<file path="src/rtl/gate_edge_monitor_if.sv">
// gate_edge_monitor_if: observed gate output, clear, and the monitor's pulse/count/glitch results
interface gate_edge_monitor_if #(
  parameter int CNT_W = 8
);
  logic             Z;
  logic             CLR;
  logic             LEVEL;
  logic             RISE_P;
  logic             FALL_P;
  logic [CNT_W-1:0] RISE_CNT;
  logic [CNT_W-1:0] FALL_CNT;
  logic             GLITCH;
  modport master (
    output Z, CLR,
    input  LEVEL, RISE_P, FALL_P, RISE_CNT, FALL_CNT, GLITCH
  );
  modport slave (
    input  Z, CLR,
    output LEVEL, RISE_P, FALL_P, RISE_CNT, FALL_CNT, GLITCH
  );
endinterface

</file>
<file path="src/rtl/gate_edge_monitor.sv">
// gate_edge_monitor: samples a gate output, emits registered rise/fall pulses and saturating counts;
// define GLITCH_CHECK_EN to build the pulse-width checker that drives GLITCH.
module gate_edge_monitor #(
  parameter int CNT_W  = 8,
  parameter int MIN_HI = 2
) (
  input logic               CLK,
  input logic               RST,
  gate_edge_monitor_if.slave io
);
  logic             s1_q, s1_d, s2_q, s2_d;
  logic             rise_q, rise_d, fall_q, fall_d;
  logic [CNT_W-1:0] rise_cnt_q, rise_cnt_d, fall_cnt_q, fall_cnt_d;
  logic             rise_det, fall_det;
  always_comb begin
    s1_d       = io.Z;
    s2_d       = s1_q;
    rise_det   = s1_q & ~s2_q;
    fall_det   = ~s1_q & s2_q;
    rise_d     = rise_det;
    fall_d     = fall_det;
    rise_cnt_d = io.CLR ? '0 : (rise_det && !(&rise_cnt_q)) ? rise_cnt_q + 1'b1 : rise_cnt_q;
    fall_cnt_d = io.CLR ? '0 : (fall_det && !(&fall_cnt_q)) ? fall_cnt_q + 1'b1 : fall_cnt_q;
  end
  always_ff @(posedge CLK) begin
    if (RST) begin
      s1_q       <= 1'b0;
      s2_q       <= 1'b0;
      rise_q     <= 1'b0;
      fall_q     <= 1'b0;
      rise_cnt_q <= '0;
      fall_cnt_q <= '0;
    end else begin
      s1_q       <= s1_d;
      s2_q       <= s2_d;
      rise_q     <= rise_d;
      fall_q     <= fall_d;
      rise_cnt_q <= rise_cnt_d;
      fall_cnt_q <= fall_cnt_d;
    end
  end
  assign io.LEVEL    = s2_q;
  assign io.RISE_P   = rise_q;
  assign io.FALL_P   = fall_q;
  assign io.RISE_CNT = rise_cnt_q;
  assign io.FALL_CNT = fall_cnt_q;
`ifdef GLITCH_CHECK_EN
  typedef enum logic {LOW, HIGH} state_t;
  localparam logic [7:0] MIN_W = MIN_HI[7:0];
  state_t     state_q;
  logic [7:0] w_q;
  logic       glitch_q;
  // HIGH is only entered on a detected rise, so leaving it coincides with the FALL_P edge
  always_ff @(posedge CLK) begin
    if (RST) begin
      state_q  <= LOW;
      w_q      <= '0;
      glitch_q <= 1'b0;
    end else begin
      if (io.CLR) glitch_q <= 1'b0;
      if (state_q == LOW) begin
        if (rise_det) begin
          state_q <= HIGH;
          w_q     <= 8'd1;
        end
      end else if (s1_q) begin
        w_q <= w_q + {7'd0, ~&w_q};
      end else begin
        state_q <= LOW;
        if (w_q < MIN_W && !io.CLR) glitch_q <= 1'b1;
      end
    end
  end
  assign io.GLITCH = glitch_q;
`else
  localparam int unused_min_hi = MIN_HI;
  assign io.GLITCH = 1'b0;
`endif
endmodule

</file>
<file path="src/flat_wrapper.sv">
// flat-port wrapper written by rule: the top's interface ports become plain ports
module gate_edge_monitor_flat 
#(
  parameter int CNT_W  = 8,
  parameter int MIN_HI = 2
)
  (CLK, RST, io_Z, io_CLR, io_LEVEL, io_RISE_P, io_FALL_P, io_RISE_CNT, io_FALL_CNT, io_GLITCH);
  gate_edge_monitor_if #(.CNT_W(CNT_W)) io_i ();
  input logic CLK;
  input logic RST;
  input wire logic [$bits(io_i.Z)-1:0] io_Z;
  input wire logic [$bits(io_i.CLR)-1:0] io_CLR;
  output wire logic [$bits(io_i.LEVEL)-1:0] io_LEVEL;
  output wire logic [$bits(io_i.RISE_P)-1:0] io_RISE_P;
  output wire logic [$bits(io_i.FALL_P)-1:0] io_FALL_P;
  output wire logic [$bits(io_i.RISE_CNT)-1:0] io_RISE_CNT;
  output wire logic [$bits(io_i.FALL_CNT)-1:0] io_FALL_CNT;
  output wire logic [$bits(io_i.GLITCH)-1:0] io_GLITCH;
  assign io_i.Z = io_Z;
  assign io_i.CLR = io_CLR;
  assign io_LEVEL = io_i.LEVEL;
  assign io_RISE_P = io_i.RISE_P;
  assign io_FALL_P = io_i.FALL_P;
  assign io_RISE_CNT = io_i.RISE_CNT;
  assign io_FALL_CNT = io_i.FALL_CNT;
  assign io_GLITCH = io_i.GLITCH;
  gate_edge_monitor #(.CNT_W(CNT_W), .MIN_HI(MIN_HI)) u_core (.CLK(CLK), .RST(RST), .io(io_i));
endmodule
</file>
<file path="config.mk">
export PLATFORM = sky130hd
export DESIGN_NAME = gate_edge_monitor_flat
export DESIGN_NICKNAME = d
export VERILOG_FILES = /design/src/rtl/gate_edge_monitor_if.sv /design/src/rtl/gate_edge_monitor.sv /design/src/flat_wrapper.sv
export SDC_FILE = /design/constraint.sdc
export NUM_CORES = 1
export LEC_CHECK = 0
export CAP_MARGIN = 20
export CELL_PAD_IN_SITES_DETAIL_PLACEMENT = 0
export CELL_PAD_IN_SITES_GLOBAL_PLACEMENT = 1
export CORE_UTILIZATION = 34
export CTS_CLUSTER_SIZE = 40
export DETAILED_ROUTE_END_ITERATION = 6
export PLACE_DENSITY = 0.73
export RECOVER_POWER = 25
export SLEW_MARGIN = 0
export SYNTH_ARGS = -nofsm -noshare
export SYNTH_HDL_FRONTEND = slang
export SYNTH_SLANG_ARGS = --single-unit
</file>
<file path="constraint.sdc">
create_clock -name CLK -period 1.5 [get_ports CLK]
set_input_delay 0.225 -clock CLK [delete_from_list [all_inputs] [get_ports CLK]]
set_output_delay 0.225 -clock CLK [all_outputs]
set_load 0.01 [all_outputs]
</file>
Word level (Yosys, flattened, before mapping)
Cells that the tools add are included.

Memories kept: 0. Memory bits (writable): 0. ROM bits: 0. Logic and storage cells: 19. Output and inout port bits: 20. Register bits after elaboration: 20. Input port bits: 4. Bits in latches: 0.

Div/mod/pow operators: 0. Multiply operators: 0. Multiplexer cells: 0. Bitwise gates (word level): 4. Magnitude comparators: 0. Reduce and logical (&&, ||, !) cells: 7. $add $sub $neg: 2. Equality and inequality tests: 0. Shift-type cells: 0.

Operators by type and width (number): $add A8 B1 Y8 const B (2); $reduce_and A8 Y1 (2); $and A1 B1 Y1 (2); $logic_and A1 B1 Y1 (2); $logic_not A1 Y1 (2); $not A1 Y1 (2); $reduce_or A2 Y1 (1).

Longest topological paths before layout
Word-level depth: 3. Gate-level depth with buffers: 5. Mapped depth without buffers: 5.

Worst setup path before layout
No wires, ideal clock.

Path kind: reg2reg. Start: reg u_core.fall_cnt_q[2] (netlist: u_core.io.FALL_CNT[2]). End: reg u_core.fall_cnt_q[5] (netlist: u_core.io.FALL_CNT[5]). Data required time: 1429 ps. Cell stages (with the launch flop): 5. Setup time: 71 ps. Setup slack: 113 ps. Clock period less this slack: 1387 ps. Arrival: 1316 ps. Path buffers: 0. Cells stage by stage: dfxtp_1 -> and3_4 -> nand2_4 -> or4_1 -> a21oi_1.

Cells in the longest elaborated chain, start to end: 3. Elaborated cells on any way between the ends: 4. Classes of those cells: add/sub (1); reduce/logical (3).

Ends and longest elaborated chain: from (decl) (line gate_edge_monitor.sv:13) `logic [CNT_W-1:0] rise_cnt_q, rise_cnt_d, fall_cnt_q, fall_cnt_d;`; from (signal assigned) (line gate_edge_monitor.sv:39) `fall_cnt_q <= fall_cnt_d;`; parallel branches: the longest is 3 deep, another holds $add A8 B1 Y8.

Several ways; the timed one is not identified. A chain may end at the register's enable or synchronous reset.

Worst setup path after layout
Start: reg u_core.rise_cnt_q[4] (netlist: u_core.io.RISE_CNT[4]). End: out io_RISE_CNT[4].

RTL lines: from (decl) (line gate_edge_monitor.sv:13); from (signal assigned) (line gate_edge_monitor.sv:38) `rise_cnt_q <= rise_cnt_d;`; to (decl) (line flat_wrapper.sv:16) `output wire logic [$bits(io_i.RISE_CNT)-1:0] io_RISE_CNT;`.

No word-level cell between the ends.

==> results.json <==
{
  "cp_data_required_time_ns": 1.27,
  "period_share_pct": 97.6,
  "r2r_start": "u_core.io.FALL_CNT[0]",
  "final_max_slew_viol_count": 0,
  "wl_per_cell_um": 12.8,
  "worst_path_dominant_cell_family": "buffers and inverters",
  "rsz0062_at_grt": "false",
  "grt_pass1_vias": 717,
  "synth_area_um2": 911,
  "drtIter0Drc": 15,
  "fin_tns_setup_ns": 0,
  "layout-drive-gt1-share_pct": 21.7,
  "avgViaCountPerCell": 5.02,
  "clkTransAtPathRegs_ns": 0.12,
  "dr.pass1.iters": 4,
  "maxCapViolations": 0,
  "synth_edf_count": 0,
  "fp-row-count": 18,
  "die_area_mm2": 0.00289,
  "clkLatencyLatePin_ns": 0.30,
  "p_per_area_mw_per_mm2": 699,
  "met1_length_um": 1160,
  "r2r_end": "u_core.io.FALL_CNT[4]",
  "drcViolationCount": 0,
  "clockRootBuffer": "clkbuf_4",
  "areaGrowthSynthToFinish_pct": 43.1,
  "hold_depth": 2,
  "fin_crit_ns": 1.46,
  "drtAntennaViolNets": 0,
  "whs_endpoint": "u_core.s1_q",
  "slowest_stage": "clkdlybuf4s50_1",
  "crit_arrival_ns": 1.24,
  "via_count": 844,
  "timing.fmax_mhz": 683,
  "critPathBufInv": 1,
  "hold_viol": 0,
  "finalWeightedCongestion": 0.778,
  "cts_setup_buffers": 0,
  "core_area_mm2": 0.00250,
  "wl_met3_um": 67,
  "hold-worst-slack_ns": 0.467,
  "diodes": 0,
  "finalClockSkew_ns": 0.00309,
  "worstHoldPathType": "input pin to flop",
  "setup_viol": 0,
  "hold_path.startpoint": "io_Z",
  "ioPinCount": 24,
  "ys_seq_area_share_pct": 44.0,
  "clock-sinks": 20,
  "peakVddDrop_uv": 464,
  "synth_top_area_share_pct": 44.0,
  "postSynthAreaPerCell_um2": 8.76,
  "grt_pass1_wl_um": 3360,
  "path_max_fanout": 6,
  "outcome": "completed",
  "crit_type": "flop to output pin",
  "r2r_slack_ns": 0.15,
  "post-synth-top-count-cell": "dfxtp_1",
  "wl_um": 2150,
  "ys_types": 35,
  "grt_max_degree": 13,
  "synth_seq_cells": 20,
  "start_util_pct": 36.4,
  "highest_layer": "met4",
  "yosysWarnings": 0,
  "gr-usage-all-layers_pct": 16.3,
  "antenna_found_initial": 0,
  "die_height_um": 53.8,
  "clk_path_buf_depth": 2,
  "path_cells": "clkdlybuf4s50_1",
  "cp-end-kind": "output pin",
  "synth_commonest_cells": "dfxtp_1, nor2_1, nor3_1",
  "reg2reg_depth": 5,
  "start_kind": "flop",
  "die_w_um": 53.8,
  "numCtsBuffers": 3,
  "worst_path_largest_cell_delay_ns": 0.55,
  "overflow": 0,
  "synth_top_cell_by_area": "dfxtp_1",
  "synth_area_leaders": "dfxtp_1, nor3_1, nor2_1, nand2_1, a21oi_1",
  "dp_hpwl_um": 1540,
  "htree_num_levels": 1,
  "cts.hold.buffers_added": 0,
  "synthesis.nets": 110,
  "syn_inst": 104,
  "dr_wl_met2_um": 892,
  "cts_tree": "done",
  "power.leakage_uw": 0.000547,
  "fin_nets": 145,
  "ys.flop_type": "dfxtp_1",
  "async_flop_share_pct": 0,
  "port_buffers": 22
}
routing by layer:
| metal | GRT usage [%] | vias to the layer above |
|---|---|---|
| li1 | - | 448 |
| met1 | 24.5 | 376 |
| met2 | 22.4 | 16 |
| met3 | 3.39 | 4 |
| met4 | 5.26 | 0 |
| met5 | 0 | - |
power by group:
group,total [µW],switching [µW],internal (µW)
combinational,58.2,30.1,28.1
sequential,531,3.31,528
clock,321,173,148
total,911,207,704
kinds of logic after synthesis:
family                     Yosys count  synth area share, %
and+or+nand+nor                     54                 33.2
DFF                                 20                 44.0
AOI/OAI and AO/OA                   19                 13.0
xor gates and xnor gates             4                 3.85
buffers and inverters                3                 1.65
adders and majority gates            2                 2.75
other                                1                0.412
muxes                                1                 1.10
repair_timing:
item,4_1_cts,5_1_grt
gates resized for setup,15,16
endpoints found under the hold margin,0,0
setup endpoints to repair,13,16
placed cells by master, fill, tap and decap left out, types with 2 or more instances in the layout:
| master | synthesis | routed |
|---|---|---|
| dfxtp_4 | 0 | 5 |
| nand3_1 | 5 | 5 |
| xnor2_1 | 2 | 2 |
| and4_1 | 2 | 2 |
| clkdlybuf4s25_1 | 0 | 2 |
| nor2b_1 | 4 | 4 |
| a211oi_1 | 3 | 3 |
| nand4_1 | 4 | 4 |
| buf_4 | 1 | 8 |
| o211ai_1 | 2 | 2 |
| dlygate4sd2_1 | 0 | 2 |
| dlymetal6s2s_1 | 0 | 4 |
| o21ai_0 | 2 | 2 |
| and3_1 | 3 | 3 |
| xor2_1 | 2 | 2 |
| o21a_1 | 2 | 2 |
| clkbuf_1 | 1 | 2 |
| nand2_1 | 7 | 7 |
| a21oi_1 | 5 | 5 |
| nor3_1 | 9 | 9 |
| dfxtp_2 | 0 | 8 |
| o31ai_1 | 2 | 2 |
| dfxtp_1 | 20 | 7 |
| nor2_1 | 10 | 10 |
| clkdlybuf4s50_1 | 0 | 13 |
| clkbuf_4 | 0 | 3 |
state kept, by name, indices dropped and copies added, names as in the netlist:
| name | flops |
|---|---|
| u_core.io.LEVEL | 1 |
| u_core.s1_q | 1 |
| u_core.io.FALL_P | 1 |
| u_core.io.RISE_CNT | 8 |
| u_core.io.FALL_CNT | 8 |
| u_core.io.RISE_P | 1 |
stage by stage:
step                utilization (%)  std cells  setup slack (ns)  cell area (µm²)  power, µW
detailed placement             49.3        164            0.0667             1230        613
finish                         52.2        168            0.0358             1300        911
CTS                            51.4        168           0.00298             1280        927
global route                   52.2        168          0.000948             1300        950
floorplan                         -        104             0.113              911        580
global placement               49.3        164            0.0830             1230        613
worst max path at each step:
stage / from / endpoint / depth (start not counted)
global route: u_core.io.RISE_CNT[3] / io_RISE_CNT[3] / 1
detailed placement: RST / u_core.io.RISE_CNT[4] / 3
floorplan: u_core.io.FALL_CNT[2] / u_core.io.FALL_CNT[5] / 4
CTS: u_core.io.FALL_CNT[3] / io_FALL_CNT[3] / 1
finish: u_core.io.RISE_CNT[4] / io_RISE_CNT[4] / 1
global placement: RST / u_core.io.RISE_CNT[4] / 3
area by class of cell:
type / instances / area (µm²)
clock buffer: 4 / 36.3
tap: 30 / 37.5
timing repair buffer: 32 / 295
multi-input combinational: 81 / 502
fill: 261 / 1200
inverter: 1 / 3.75
sequential: 20 / 429
worst reg2reg max path, stage by stage, from the launching register on:
cell      delay [ns]
dfxtp_2         0.39
ha_2            0.22
nand4b_1        0.14
a211oi_1        0.29
xnor2_1         0.15
nor2_1          0.05
Power figures use the tool's default switching activity.
